$ cat config.mk
export PLATFORM = sky130hd
export DESIGN_NAME = dff_bank_rr_arbiter_flat
export DESIGN_NICKNAME = d
export VERILOG_FILES = /design/src/rtl/dff_bank_rr_arbiter_pkg.sv /design/src/rtl/dff_bank_rr_arbiter_if.sv /design/src/rtl/dff_bank_rr_arbiter_rr_pick.sv /design/src/rtl/dff_bank_rr_arbiter.sv /design/src/flat_wrapper.sv
export SDC_FILE = /design/constraint.sdc
export NUM_CORES = 1
export LEC_CHECK = 0
export CAP_MARGIN = 20
export CORE_ASPECT_RATIO = 1.4
export CORE_UTILIZATION = 30
export DETAILED_ROUTE_END_ITERATION = 7
export DONT_BUFFER_PORTS = 1
export PLACE_DENSITY = 0.52
export SYNTH_ARGS = -nofsm -noshare
export SYNTH_HDL_FRONTEND = slang
export SYNTH_SLANG_ARGS = --single-unit
$ cat constraint.sdc
create_clock -name clk -period 3.7 [get_ports clk]
set_input_delay 0.185 -clock clk [delete_from_list [all_inputs] [get_ports clk]]
set_output_delay 0.185 -clock clk [all_outputs]
set_load 0.05 [all_outputs]
$ cat src/rtl/dff_bank_rr_arbiter_pkg.sv
// Shared definitions for the round-robin register-bank arbiter:
// default widths, FSM encodings and a one-hot helper.
package dff_bank_rr_arbiter_pkg;

    localparam int DEF_N_REQ  = 4;
    localparam int DEF_DATA_W = 8;
    localparam int DEF_CNT_W  = 16;
    localparam int MAX_REQ    = 8;
    localparam int ID_W       = 3;

    localparam logic [0:0] ST_IDLE   = 1'b0;
    localparam logic [0:0] ST_ACTIVE = 1'b1;

    function automatic logic [MAX_REQ-1:0] onehot8(input logic [ID_W-1:0] idx);
        return MAX_REQ'(1) << idx;
    endfunction

endpackage

$ cat src/rtl/dff_bank_rr_arbiter_if.sv
// Requester-side bus of the arbiter.
// master: drives en/req/wdata; slave (arbiter): drives grant/q/q_valid/last_id/wr_cnt.
interface dff_bank_rr_arbiter_if #(
    parameter int N_REQ  = 4,
    parameter int DATA_W = 8,
    parameter int CNT_W  = 16
);
    logic                    en;
    logic [N_REQ-1:0]        req;
    logic [N_REQ*DATA_W-1:0] wdata;
    logic [N_REQ-1:0]        grant;
    logic [DATA_W-1:0]       q;
    logic                    q_valid;
    logic [2:0]              last_id;
    logic [CNT_W-1:0]        wr_cnt;

    modport master (
        output en, req, wdata,
        input  grant, q, q_valid, last_id, wr_cnt
    );

    modport slave (
        input  en, req, wdata,
        output grant, q, q_valid, last_id, wr_cnt
    );
endinterface

$ cat src/rtl/dff_bank_rr_arbiter_rr_pick.sv
// Combinational round-robin pick: rotate elig by ptr, priority-encode.
// in: elig, ptr; out: win (requester index), valid (any eligible).
module dff_bank_rr_arbiter_rr_pick
    import dff_bank_rr_arbiter_pkg::*;
#(
    parameter int N_REQ = DEF_N_REQ
)(
    input  logic [N_REQ-1:0] elig,
    input  logic [ID_W-1:0]  ptr,
    output logic [ID_W-1:0]  win,
    output logic             valid
);
    logic [2*N_REQ-1:0] dbl;
    logic [N_REQ-1:0]   rot;
    logic [ID_W-1:0]    off;
    logic [ID_W:0]      sum;

    // Bit j of rot is requester (ptr+j) mod N_REQ.
    assign dbl   = {elig, elig};
    assign rot   = dbl[ptr +: N_REQ];
    assign valid = |elig;

    always_comb begin
        off = '0;
        for (int j = N_REQ - 1; j >= 0; j--) begin
            if (rot[j]) off = ID_W'(j);
        end
        sum = {1'b0, ptr} + {1'b0, off};
        if (sum >= (ID_W+1)'(N_REQ)) sum = sum - (ID_W+1)'(N_REQ);
        win = sum[ID_W-1:0];
    end
endmodule

$ cat src/rtl/dff_bank_rr_arbiter.sv
// Round-robin arbiter sharing one DATA_W register among N_REQ requesters.
// clk/rst (async, active-high) plus slave bus: en/req/wdata in; grant/q/q_valid/last_id/wr_cnt out.
module dff_bank_rr_arbiter
    import dff_bank_rr_arbiter_pkg::*;
#(
    parameter int N_REQ  = DEF_N_REQ,
    parameter int DATA_W = DEF_DATA_W,
    parameter int CNT_W  = DEF_CNT_W
)(
    input  logic                 clk,
    input  logic                 rst,
    dff_bank_rr_arbiter_if.slave bus
);
    logic [N_REQ-1:0]   elig;
    logic [ID_W-1:0]    win;
    logic [ID_W-1:0]    ptr;
    logic               win_v;
    logic               go;
    logic [0:0]         state;
    logic [MAX_REQ-1:0] oh;

    // The requester granted this cycle is masked so a held req
    // cannot be served twice in a row.
    assign elig = bus.req & ~bus.grant;
    assign go   = bus.en & win_v;
    assign oh   = onehot8(win);

    // ACTIVE exactly when the last edge wrote q.
    assign bus.q_valid = (state == ST_ACTIVE);

    dff_bank_rr_arbiter_rr_pick #(.N_REQ(N_REQ)) u_pick (
        .elig  (elig),
        .ptr   (ptr),
        .win   (win),
        .valid (win_v)
    );

    always_ff @(posedge clk or posedge rst) begin
        if (rst) begin
            state       <= ST_IDLE;
            ptr         <= '0;
            bus.grant   <= '0;
            bus.q       <= '0;
            bus.last_id <= '0;
            bus.wr_cnt  <= '0;
        end else begin
            state     <= go ? ST_ACTIVE : ST_IDLE;
            bus.grant <= go ? oh[N_REQ-1:0] : '0;
            if (go) begin
                bus.q       <= bus.wdata[int'(win)*DATA_W +: DATA_W];
                bus.last_id <= win;
                bus.wr_cnt  <= bus.wr_cnt + CNT_W'(1);
                ptr         <= (win == ID_W'(N_REQ-1)) ? '0 : win + ID_W'(1);
            end
        end
    end
endmodule

$ cat src/flat_wrapper.sv
// flat-port wrapper written by rule: the top's interface ports become plain ports
module dff_bank_rr_arbiter_flat import dff_bank_rr_arbiter_pkg::*;
#(
    parameter int N_REQ  = DEF_N_REQ,
    parameter int DATA_W = DEF_DATA_W,
    parameter int CNT_W  = DEF_CNT_W
)
  (clk, rst, bus_en, bus_req, bus_wdata, bus_grant, bus_q, bus_q_valid, bus_last_id, bus_wr_cnt);
  dff_bank_rr_arbiter_if #(.N_REQ(N_REQ), .DATA_W(DATA_W), .CNT_W(CNT_W)) bus_i ();
  input  logic clk;
  input  logic rst;
  input wire logic [$bits(bus_i.en)-1:0] bus_en;
  input wire logic [$bits(bus_i.req)-1:0] bus_req;
  input wire logic [$bits(bus_i.wdata)-1:0] bus_wdata;
  output wire logic [$bits(bus_i.grant)-1:0] bus_grant;
  output wire logic [$bits(bus_i.q)-1:0] bus_q;
  output wire logic [$bits(bus_i.q_valid)-1:0] bus_q_valid;
  output wire logic [$bits(bus_i.last_id)-1:0] bus_last_id;
  output wire logic [$bits(bus_i.wr_cnt)-1:0] bus_wr_cnt;
  assign bus_i.en = bus_en;
  assign bus_i.req = bus_req;
  assign bus_i.wdata = bus_wdata;
  assign bus_grant = bus_i.grant;
  assign bus_q = bus_i.q;
  assign bus_q_valid = bus_i.q_valid;
  assign bus_last_id = bus_i.last_id;
  assign bus_wr_cnt = bus_i.wr_cnt;
  dff_bank_rr_arbiter #(.N_REQ(N_REQ), .DATA_W(DATA_W), .CNT_W(CNT_W)) u_core (.clk(clk), .rst(rst), .bus(bus_i));
endmodule
# ---- After elaboration in Yosys (flattened, before gate mapping)
# Cells that the tools add are included.
dict set report totals {
  wordCells 27
  output_inout_bits 32
  input_bits 39
  regBits 35
}
dict set report classes {
  n_addsub 4
  reduce_logical 1
  n_eq_ne 1
  muxes 8
  n_lt_le_gt_ge 1
  bitwise 3
  n_shift 3
}
# operator count
set op_table {}
lappend op_table {{indexed part select 32 x 7 -> 8 bit} 1}
lappend op_table {{adder 16 x 1 -> 16 bit, second input constant} 1}
lappend op_table {{two-way mux 3 bit} 5}
lappend op_table {{indexed part select 8 x 4 -> 4 bit} 1}
lappend op_table {{adder 3 x 3 -> 4 bit} 1}
lappend op_table {{bitwise AND 4 bit} 1}
lappend op_table {{greater-or-equal comparator 4 x 3 -> 1 bit, second input constant} 1}
lappend op_table {{two-way mux 4 bit} 1}
lappend op_table {{NOT 4 bit} 1}
lappend op_table {{OR reduction 4 bit} 1}
lappend op_table {{<< shifter 1 x 3 -> 4 bit, first input constant} 1}
lappend op_table {{adder 3 x 1 -> 3 bit, second input constant} 1}
lappend op_table {{== test 3 x 2 -> 1 bit, second input constant} 1}
lappend op_table {{subtractor 3 bit, second input constant} 1}
lappend op_table {{two-way mux 2 bit} 1}
lappend op_table {{bitwise AND 1 bit} 1}
lappend op_table {{two-way mux 1 bit} 1}

# ---- Longest topological paths before layout
# Gate-level depths: netlist of run 1.
dict set report depth {
  depth_word 12
  depth_mapped 10
  depth_no_buf 9
}

# ---- Cells and area by module
# From an unflattened synthesis of run 1, not the netlist that was laid out.
dict set report unflattened {
  hier_cells 150
  hier_area_um2 1870.5
}
# mod area_per_inst_um2 cells_per_inst seq_area_each_um2 instances
set by_module_without_submodules {}
lappend by_module_without_submodules {dff_bank_rr_arbiter 1649.1 127 875.8 1}
lappend by_module_without_submodules {dff_bank_rr_arbiter_rr_pick 221.5 23 0.0 1}

# ---- Least setup slack after synthesis of run 1
# No wires, ideal clock.
dict set report synth_timing {
  path_kind {flip-flop to flip-flop}
  from {register u_core.bus.grant[2]}
  to {register u_core.bus.q[0]}
  stages_incl_launch_ff 9
  setup_slack_ps 582
  t_arrival_ps 2997
  t_required_ps 3579
  path_cell_list {dfrtp_1 and2b_2 a311o_1 a22o_1 ha_1 fa_1 clkbuf_1 mux4_2 a22o_1}
}
dict set report synth_between {
  elab_chain_cells 11
  elab_cells_between_ends 14
  cone_classes {add/sub: 2; order compare: 1; shift: 2; mux: 5; bitwise: 3; reduce/logical: 1}
}
# item line_no
set synth_rtl {}
lappend synth_rtl {{start: declaration} dff_bank_rr_arbiter_if.sv:24} ;# output grant, q, q_valid, last_id, wr_cnt
lappend synth_rtl {{start signal: assignment} dff_bank_rr_arbiter.sv:48} ;# bus.grant <= go ? oh[N_REQ-1:0] : '0;
lappend synth_rtl {{NOT 4 bit *} dff_bank_rr_arbiter.sv:24} ;# assign elig = bus.req & ~bus.grant;
lappend synth_rtl {{bitwise AND 4 bit *} dff_bank_rr_arbiter.sv:24}
lappend synth_rtl {{indexed part select 8 x 4 -> 4 bit *} dff_bank_rr_arbiter_rr_pick.sv:20} ;# assign rot = dbl[ptr +: N_REQ];
lappend synth_rtl {{two-way mux 2 bit} dff_bank_rr_arbiter_rr_pick.sv:26} ;# if (rot[j]) off = ID_W'(j);
lappend synth_rtl {{two-way mux 3 bit (2 in series)} dff_bank_rr_arbiter_rr_pick.sv:26}
lappend synth_rtl {{two-way mux 3 bit *} dff_bank_rr_arbiter_rr_pick.sv:26}
lappend synth_rtl {{adder 3 x 3 -> 4 bit *} dff_bank_rr_arbiter_rr_pick.sv:28} ;# sum = {1'b0, ptr} + {1'b0, off};
lappend synth_rtl {{greater-or-equal comparator 4 x 3 -> 1 bit / subtractor 3 bit (equally long branches)} dff_bank_rr_arbiter_rr_pick.sv:29} ;# if (sum >= (ID_W+1)'(N_REQ)) sum = sum - (ID_W+1)'(N_REQ);
lappend synth_rtl {{two-way mux 3 bit *} dff_bank_rr_arbiter_rr_pick.sv:29}
lappend synth_rtl {{via u_core.u_pick.sum[1]} dff_bank_rr_arbiter_rr_pick.sv:16} ;# logic [ID_W:0] sum;
lappend synth_rtl {{indexed part select 32 x 7 -> 8 bit *} dff_bank_rr_arbiter.sv:50} ;# bus.q <= bus.wdata[int'(win)*DATA_W +: DATA_W];
lappend synth_rtl {{end signal: assignment} dff_bank_rr_arbiter.sv:50}
lappend synth_rtl {{end: declaration} dff_bank_rr_arbiter_if.sv:24}
# The timed path passes the listed nets; every way through them passes the cells marked *.
# A chain may end at the register's enable or synchronous reset.

# ---- Worst setup path after layout of run 1
dict set report layout_timing {
  from {register u_core.bus.grant[3]}
  to {register u_core.bus.q[1]}
}
# The elaborated chain is that of the path after synthesis.

==> results of run 1 <==
## kinds of logic (layout without fill, tap and decap cells)
logic type                 Yosys count  after routing  share of synthesized area, %
and+or+nand+nor                     58             58                         16.97
DFF                                 35             35                         44.81
AOI/OAI and AO/OA                   28             28                         12.16
xor gates and xnor gates            15             15                         6.722
buffers and inverters               15             20                         4.097
muxes                                9              9                         9.731
adders and majority gates            8              8                         5.506
## flip-flops by register name, summed over array words and instances, names as in the netlist
name and cells:
u_core.bus.grant 4, u_core.ptr 3, u_core.bus.q_valid 1, u_core.bus.q 8, u_core.bus.last_id 3, u_core.bus.wr_cnt 16
## power groups by stage
stage | sequential (W) | clock [W] | combinational [W]
after floorplan | 0.000977 | 0 | 0.000735
after global placement | 0.00101 | 0 | 0.000856
after detailed placement | 0.00101 | 0 | 0.000877
after CTS | 0.00100 | 0.000361 | 0.000879
after global routing | 0.00102 | 0.000378 | 0.000946
final | 0.000997 | 0.000350 | 0.000856
## metrics by stage
step	power [W]	hold slack (ns)
after floorplan	0.001712	0.3393
after global placement	0.001863	0.2119
after detailed placement	0.001885	0.2153
after CTS	0.002240	0.05864
after global routing	0.002342	0.07360
final	0.002203	0.06314
## metal layers
metal,track usage (%),wire length (um),vias up
met1,15.53,1735,643
met2,20.49,2098,45
met3,3.320,247,10
met5,0,0,-
li1,-,-,627
met4,7.077,127,0
## worst paths after layout
check                                     from  cells after the start  slack [ns]               endpoint
max                        u_core.bus.grant[3]                      8        0.50        u_core.bus.q[1]
min                                     bus_en                      2        0.06  u_core.bus.last_id[2]
max reg2reg                u_core.bus.grant[3]                      8        0.50        u_core.bus.q[1]
min reg2reg                      u_core.ptr[2]                      2        0.66          u_core.ptr[2]
max in group asynchronous                  rst                      3        2.93   u_core.bus.wr_cnt[8]
min in group asynchronous                  rst                      3        0.44        u_core.bus.q[2]
## final cells by class
type / count / share of cell area [%]
clock buffer: 5 / 3.205
clock inverter: 3 / 2.040
inverter: 6 / 1.049
multi-input combinational: 118 / 46.50
sequential: 35 / 40.79
tap: 72 / 4.196
timing repair buffer: 6 / 2.214
## cell usage after synthesis, types with 2 or more instances
cell type | n | area (um2)
o31ai_1 | 3 | 22.52
nor3_1 | 4 | 20.02
nand2b_1 | 4 | 25.02
a22o_1 | 9 | 78.83
nor4b_1 | 2 | 17.52
and4_1 | 2 | 17.52
nor4_1 | 7 | 43.79
a21o_1 | 2 | 15.01
and3_1 | 5 | 31.28
nor2_1 | 2 | 7.510
clkbuf_1 | 2 | 7.510
xor2_1 | 10 | 87.58
buf_6 | 2 | 22.52
mux4_2 | 8 | 180.2
buf_2 | 4 | 20.02
a211oi_1 | 3 | 22.52
nand2_1 | 16 | 60.06
dfrtp_1 | 35 | 875.8
inv_1 | 5 | 18.77
nand3_1 | 8 | 40.04
ha_1 | 7 | 87.58
xnor2_1 | 5 | 43.79
o21ai_0 | 4 | 20.02
==> out/results.ini, run 1 <==
[run_status]
status = complete, no violations

[worst_setup_path]
crit_type = reg2reg
cp_common_cell = a22o_1
arrival_ns = 3.37
setup.worst_path.end_class = flip-flop
startpoint_type = flip-flop
crit_chain = nand2b_1 > nor3_1 > a211o_1 > a22o_1 > ha_1 > fa_1 > mux4_2 > a22o_1
crit_family = adder cells
crit_path_max_incr_delay_ns = 0.80
cp_max_fo = 11
required_ns = 3.88
worstPathBufferInverterCount = 0
cp_slowest_cell = fa_1

[pwr]
switchingPower_w = 0.001063
ir_worst_vdd_mv = 0.4765
power_per_cell_area_nw_per_um2 = 1026
seq_power_share_pct = 45.3
pwr-share-comb_pct = 38.9
leakage_nw = 0.9630
p_int_w = 0.001140
p_sw_share_pct = 48.27
pwr-share-clk_pct = 15.9

[finish]
regArea_um2 = 875.8
fin_util_pct = 34.33
layout_commonest_cell = dfrtp_1
final_cells = 245
final_nets = 219
areaGrowthSynthToFinish_pct = 9.859
insertedDiodeCount = 0
final.fill_count = 613
final_area_um2 = 2147
multiInputGateArea_um2 = 998.5
drive_gt1_share_pct = 15.61
final_cell_mix = dfrtp_1 (35), nand2_1 (16), xor2_1 (10), a22o_1 (9)

[cts]
cts_buffer_depth = 2
cts_hold_buf = 1
cts.htree.levels = 2
clkSinkCount = 35
clockRootBuffer = clkbuf_8
cts_made_buffers = 5
cts_resized = 0
clkLatencyLatePin_ns = 0.29
cts_tree = yes
cts_setup_buffers = 0
clk_pin_slew_ns = 0.08

[synth]
synth_nets = 215
ys_warn_count = 0
yosysSeqAreaShare_pct = 44.81
syn_avg_cell_area_um2 = 11.63
synth_area_um2 = 1954
netlist_instances = 168
yosys_most_used_dff = dfrtp_1
async_flop_share_pct = 100.0
ys_seq_elements = 35
synth_cell_types = 42
synth_enable_flop_cells = 0

[flow_run]
maxCapViolations = 0

[sta]
min_period_over_period_pct = 86.43
finalSetupViolations = 0
layout_setup_ws_ns = 0.5020
fmax_ghz = 0.3127
rsz0062_at_grt = no
min_period_ns = 3.198
setup_tns_ns = 0
fin_skew_ns = 0.007295
maxSlewHeadroom_pct = 57.35
hold_viol = 0
finalMaxSlewViolations = 0
tightestPinTransition_ns = 0.6398

[global_routing]
grt_first_pass_wirelength_um = 6927
grt_overflow_total = 0
track_usage_pct = 12.81
grt_antenna_before_repair = 0
grt_max_degree = 36
grt_pass1_vias = 1364

[place]
dp.cells = 236
hpwlAfterDp_um = 3008
finalWeightedCongestion = 0.7324
placed_area_um2 = 2024
pre_cts_ws_ns = 0.4723
io_buffers = 0

[die]
rows = 34
dieWidth_um = 70.22
design.core.area_um2 = 6254
io_pins = 71
start_util_pct = 31.25
dieArea_um2 = 6846
die_y_um = 97.50

[drt]
vias = 1325
wl_per_cell_um = 17.18
drtIter0Drc = 77
antenna_left = 0
drt-pass1-iter-count = 4
avgViaCountPerCell = 5.408
wl_um = 4210
drc = 0

[worst_hold_path]
hp-class = in2reg

Note: power is estimated with default switching activity, not from simulation.
==> inputs of run 2 (changes only) <==
CELL_PAD_IN_SITES_DETAIL_PLACEMENT = 1   (was not set)
CELL_PAD_IN_SITES_GLOBAL_PLACEMENT = 1   (was not set)
PLACE_DENSITY = 0.61   (was 0.52)
==> run 2 against run 1 <==
Net effect:
- sequential share of layout area is 0.095 points lower
- worst setup slack worse by 0.080 ns
- fmax is 2.4% lower
- die area stayed put
- critical endpoint is now u_core.bus.q[3]
- register-to-register slack worse by 0.08 ns
- sequential power hardly changed
- critical path depth stayed put
- core utilization is 0.080 points higher
==> out/results.ini, run 2 (synthesis results as in run 1) <==
[run_status]
status = complete, no violations

[finish]
largest_register = u_core.bus.wr_cnt
drive_gt1_share_pct = 15.61  ; unchanged
largest_reg_flops = 16  ; unchanged
final_cell_mix = dfrtp_1 (35), nand2_1 (16), xor2_1 (10), a22o_1 (9)
final_nets = 219  ; unchanged
reg.largest.list = u_core.bus.wr_cnt x16, u_core.bus.q x8, u_core.bus.grant x4
layout_commonest_cell = dfrtp_1
insertedDiodeCount = 0  ; unchanged
areaGrowthSynthToFinish_pct = 10.12

[worst_setup_path]
setup.worst_path.end_class = flip-flop
required_ns = 3.87  ; about the same
arrival_ns = 3.45  ; +0.08 ns
crit_type = reg2reg
cp_max_fo = 11  ; unchanged
startpoint_type = flip-flop

[pwr]
power_per_cell_area_nw_per_um2 = 1042  ; +1.5%
p_int_w = 0.001161  ; +1.9%
pwr-share-comb_pct = 39.4  ; +0.5 points
switchingPower_w = 0.001081  ; +1.6%
pwr-share-clk_pct = 15.9  ; about the same
leakage_nw = 0.9661  ; +0.32%
p_sw_share_pct = 48.22  ; -0.054 points
power.total_w = 0.002242  ; +1.8%
seq_power_share_pct = 44.7  ; -0.6 points
ir_worst_vdd_mv = 0.3000  ; -37%

[drt]
wl_um = 4843  ; +15%
wl_per_cell_um = 19.77  ; +15%
avgViaCountPerCell = 5.543  ; +2.5%
vias = 1358  ; +2.5%
drc = 0  ; unchanged
drt-pass1-iter-count = 2  ; -2
antenna_left = 0  ; unchanged
drtIter0Drc = 31  ; -60%

[global_routing]
grt_first_pass_wirelength_um = 8114  ; +17%
grt_overflow_total = 0  ; unchanged
track_usage_pct = 15.08  ; +2.3 points
grt_antenna_before_repair = 0  ; unchanged
grt_pass1_vias = 1522  ; +12%
grt_max_degree = 36  ; unchanged

[cts]
clkLatencyLatePin_ns = 0.29  ; about the same
cts_buffer_depth = 2  ; unchanged
clockRootBuffer = clkbuf_8
cts_made_buffers = 5  ; unchanged
cts.htree.levels = 2  ; unchanged
cts_setup_buffers = 0  ; unchanged
clkSinkCount = 35  ; unchanged
clk_pin_slew_ns = 0.08  ; about the same
cts_tree = yes

[die]
dieWidth_um = 70.22  ; unchanged
design.core.area_um2 = 6254  ; unchanged
rows = 34  ; unchanged
io_pins = 71  ; unchanged
die_y_um = 97.50  ; unchanged
start_util_pct = 31.25  ; unchanged
dieArea_um2 = 6846  ; unchanged

[sta]
finalMaxSlewViolations = 0  ; unchanged
fmax_ghz = 0.3050  ; -2.4%
setup_tns_ns = 0  ; unchanged
rsz0062_at_grt = no
layout_setup_ws_ns = 0.4218  ; -0.08013 ns
hold_viol = 0  ; unchanged
finalSetupViolations = 0  ; unchanged
maxSlewHeadroom_pct = 45.17  ; -12 points
min_period_ns = 3.278  ; +0.08013 ns
min_period_over_period_pct = 88.60  ; +2.2 points
tightestPinTransition_ns = 0.8197  ; +0.1799 ns
fin_skew_ns = 0.009197  ; +0.001902 ns

[place]
pre_cts_ws_ns = 0.4226  ; -0.04972 ns
finalWeightedCongestion = 0.8295  ; +13%
io_buffers = 0  ; unchanged
hpwlAfterDp_um = 3712  ; +23%

[worst_hold_path]
hp-class = in2reg

[flow_run]
maxCapViolations = 0  ; unchanged

-- run 2: changes by cell type in the layout (fill, tap and decap cells not counted) --
cell,before,now
clkinv_4,1,0
clkbuf_8,5,6
-- run 2: path summary, 6_finish.rpt --
check | start | endpoint | slack, ns | cells after the start
min in group asynchronous | rst | u_core.bus.last_id[1] | 0.44 | 3
max in group asynchronous | rst | u_core.bus.wr_cnt[2] | 2.95 | 3
max | u_core.bus.grant[3] | u_core.bus.q[3] | 0.42 | 8
min reg2reg | u_core.ptr[2] | u_core.ptr[2] | 0.62 | 2
min | bus_en | u_core.ptr[0] | 0.18 | 2
max reg2reg | u_core.bus.grant[3] | u_core.bus.q[3] | 0.42 | 8
-- run 2: per-stage QoR --
step	std cells	utilization, %	hold WS [ns]	cell area (um2)
finish	245	34.41	0.1842	2152
detailed placement	236	32.37	0.2091	2024
global route	245	34.41	0.2027	2152
global placement	236	32.37	0.1998	2024
floorplan	168	-	0.3393	1954
CTS	245	34.41	0.1770	2152
-- run 2: area by class of cell --
class | count | area [um2]
clock buffer | 6 | 82.58
clock inverter | 2 | 35.03
fill | 693 | 4101
inverter | 6 | 22.52
multi-input combinational | 118 | 998.5
sequential | 35 | 875.8
tap | 72 | 90.09
timing repair buffer | 6 | 47.55
-- run 2: what timing repair did --
action                                 4_1_cts  5_1_grt
hold buffers                                 1        0
setup endpoints to repair                    0        0
endpoints found under the hold margin       35        0
resized for setup                            0        0
-- run 2: layer usage --
metal / up-vias / global-route usage, % / part of all wire (%)
li1: 625 / - / -
met1: 686 / 15.83 / 37
met2: 37 / 27.14 / 56
met3: 10 / 4.357 / 5.1
met4: 0 / 7.077 / 2.2
met5: - / 0 / 0
-- run 2: worst max-delay path, stage by stage, from the launching register on --
cell and delay [ns]:
dfrtp_1 0.69, nand2b_1 0.31, nor3_1 0.07, a211o_1 0.24, a22o_1 0.21, ha_1 0.20, fa_1 0.82, mux4_2 0.40
a22o_1 0.22
-- run 2: power groups by stage --
stage	clock network [W]	registers (W)	logic, W
2_1_floorplan	0	0.000977	0.000735
3_3_place_gp	0	0.00100	0.000844
3_5_place_dp	0	0.00101	0.000897
4_1_cts	0.000369	0.00100	0.000904
5_1_grt	0.000382	0.00102	0.000990
6_report	0.000356	0.00100	0.000884
==> inputs of run 3 (changes only) <==
--- a/config.mk
+++ b/config.mk
@@ -10,8 +10,8 @@
 export CELL_PAD_IN_SITES_GLOBAL_PLACEMENT = 1
 export CORE_ASPECT_RATIO = 1.4
-export CORE_UTILIZATION = 30
+export CORE_UTILIZATION = 40
 export DETAILED_ROUTE_END_ITERATION = 7
 export DONT_BUFFER_PORTS = 1
-export PLACE_DENSITY = 0.61
+export PLACE_DENSITY = 0.75
 export SYNTH_ARGS = -nofsm -noshare
 export SYNTH_HDL_FRONTEND = slang
==> constraint.sdc (replaced) <==
create_clock -name clk -period 3.7 [get_ports clk]
set_input_delay 0.185 -clock clk [delete_from_list [all_inputs] [get_ports clk]]
set_output_delay 0.185 -clock clk [all_outputs]
set_load 0.01 [all_outputs]
==> run 3 against run 2 <==
Net effect:
- wire length is 2.6% lower
- combinational power is 5.8% lower
- die area is 24% lower
- clock power is 25% lower
- largest power group is now combinational logic
- highest routed layer unchanged
==> out/results.ini, run 3 (synthesis results as in run 1) <==
[run_status]
status = complete, no violations

[worst_setup_path]
cp_common_cell = a22o_1
startpoint_type = flip-flop
cp_slowest_cell = fa_1
setup.worst_path.end_class = flip-flop
worstPathBufferInverterCount = 0  ; unchanged
cp_max_fo = 11  ; unchanged
required_ns = 3.87  ; about the same
crit_type = reg2reg
crit_path_max_incr_delay_ns = 0.80  ; -0.02 ns
crit_chain = and2b_4 > nor3_1 > a311o_1 > a22o_1 > ha_1 > fa_1 > mux4_2 > a22o_1
arrival_ns = 3.20  ; -0.25 ns
crit_family = adder cells

[drt]
avgViaCountPerCell = 5.935  ; +7.1%
vias = 1377  ; +1.4%
drt-pass1-iter-count = 4  ; +2
wl_um = 4716  ; -2.6%
drc = 0  ; unchanged
antenna_left = 0  ; unchanged
wl_per_cell_um = 20.33  ; +2.8%
drtIter0Drc = 34  ; +9.7%

[finish]
insertedDiodeCount = 0  ; unchanged
final_nets = 216  ; -1.4%
largest_register = u_core.bus.wr_cnt
drive_gt1_share_pct = 13.53  ; -2.1 points
reg.largest.list = u_core.bus.wr_cnt x16, u_core.bus.q x8, u_core.bus.grant x4
layout_commonest_cell = dfrtp_1
final.fill_count = 521  ; -25%
final_cells = 232  ; -5.3%
final_cell_mix = dfrtp_1 (35), nand2_1 (16), xor2_1 (10), a22o_1 (9)
areaGrowthSynthToFinish_pct = 6.658
fin_util_pct = 45.23  ; +11 points
largest_reg_flops = 16  ; unchanged

[global_routing]
grt_overflow_total = 0  ; unchanged
grt_antenna_before_repair = 0  ; unchanged
grt_pass1_vias = 1554  ; +2.1%
track_usage_pct = 20.57  ; +5.5 points
grt_max_degree = 36  ; unchanged
grt_first_pass_wirelength_um = 7776  ; -4.2%

[place]
io_buffers = 0  ; unchanged
hpwlAfterDp_um = 3616  ; -2.6%
finalWeightedCongestion = 0.7963  ; -4.0%
dp.cells = 223  ; -5.5%

[pwr]
ir_worst_vdd_mv = 0.3319  ; +11%
leakage_nw = 0.9302  ; -3.7%
power_per_cell_area_nw_per_um2 = 868.5  ; -17%

[cts]
cts.htree.levels = 2  ; unchanged
clkLatencyLatePin_ns = 0.28  ; about the same
cts_setup_buffers = 0  ; unchanged
cts_made_buffers = 5  ; unchanged
cts_hold_buf = 1  ; unchanged
clk_pin_slew_ns = 0.07  ; about the same
cts_resized = 0  ; unchanged
cts_tree = yes
clockRootBuffer = clkbuf_8
cts_buffer_depth = 2  ; unchanged
clkSinkCount = 35  ; unchanged

[sta]
tightestPinTransition_ns = 0.8532  ; +0.03347 ns
rsz0062_at_grt = no
min_period_over_period_pct = 82.01  ; -6.6 points
finalMaxSlewViolations = 0  ; unchanged
min_period_ns = 3.034  ; -0.2438 ns
maxSlewHeadroom_pct = 42.93  ; -2.2 points
fmax_ghz = 0.3296  ; +8.0%
hold_viol = 0  ; unchanged
setup_tns_ns = 0  ; unchanged
finalSetupViolations = 0  ; unchanged
fin_skew_ns = 0.004316  ; -0.004881 ns

[die]
design.core.area_um2 = 4608  ; -26%
io_pins = 71  ; unchanged
rows = 29  ; -15%
start_util_pct = 42.41  ; +11 points
dieArea_um2 = 5173  ; -24%
die_y_um = 84.71  ; -13%
dieWidth_um = 61.08  ; -13%

[flow_run]
maxCapViolations = 0  ; unchanged

[worst_hold_path]
hp-class = in2reg

-- run 3: cell types whose count changed in the layout (fill, tap and decap cells not counted) --
cell        delta
clkinvlp_4     +1
buf_4          -3
clkbuf_1       +1
clkbuf_8       -1
bufinv_16      -1
-- run 3: stage by stage --
step	total power, W	hold WS, ns	setup WS, ns	instance area (um2)
6_report	0.001810	0.1575	0.6656	2085
5_1_grt	0.001962	0.1643	0.5188	2085
4_1_cts	0.001843	0.1574	0.6451	2085
3_5_place_dp	0.001565	0.2107	0.6622	1989
3_3_place_gp	0.001504	0.1956	0.7419	1989
2_1_floorplan	0.001390	0.3393	0.8184	1954
-- run 3: worst reg2reg max path: cells and delay by family, from the launching register on --
family                   cells  cell delay (ns)
flip-flops                   1             0.43
adder cells (fa/ha/maj)      2             1.01
AND/OR/NAND/NOR              2             0.36
multiplexers                 1             0.38
AO/OA/AOI/OAI                3             0.73
-- run 3: final timing paths --
check / startpoint / endpoint / slack (ns) / cells past startpoint
worst max-delay path: u_core.bus.grant[0] / u_core.bus.q[1] / 0.67 / 8
worst min-delay path: bus_en / u_core.bus.wr_cnt[0] / 0.16 / 2
worst max register to register: u_core.bus.grant[0] / u_core.bus.q[1] / 0.67 / 8
worst min register to register: u_core.bus.wr_cnt[15] / u_core.bus.wr_cnt[15] / 0.55 / 1
max in group asynchronous: rst / u_core.bus.grant[0] / 2.94 / 3
min in group asynchronous: rst / u_core.bus.q[2] / 0.44 / 3
-- run 3: routing by layer --
| metal | track usage [%] | up-vias | part of all wire (%) |
|---|---|---|---|
| li1 | - | 620 | - |
| met1 | 22.28 | 708 | 35 |
| met2 | 36.66 | 39 | 57 |
| met5 | 0 | - | 0 |
| met4 | 7.438 | 0 | 2.2 |
| met3 | 5.547 | 10 | 5.3 |
-- run 3: where the power goes --
part	total (W)	leakage (nW)	internal [W]	switching [W]
Sequential	0.000711	0.434	0.000505	0.000206
Clock	0.000266	0.0412	0.000131	0.000135
Combinational	0.000833	0.455	0.000434	0.000399
Total	0.00181	0.930	0.00107	0.000739
-- run 3: final cells by class --
class                   count  area (um2)  share of cell area (%)
multi-input cells         118       998.5                   47.90
flip-flops and latches     35       875.8                   42.02
well taps                  62       77.57                   3.721
clock buffers               6       72.57                   3.481
repair buffers              3       25.02                   1.200
inverters                   6       22.52                   1.080
clock inverters             2       12.51                  0.6002
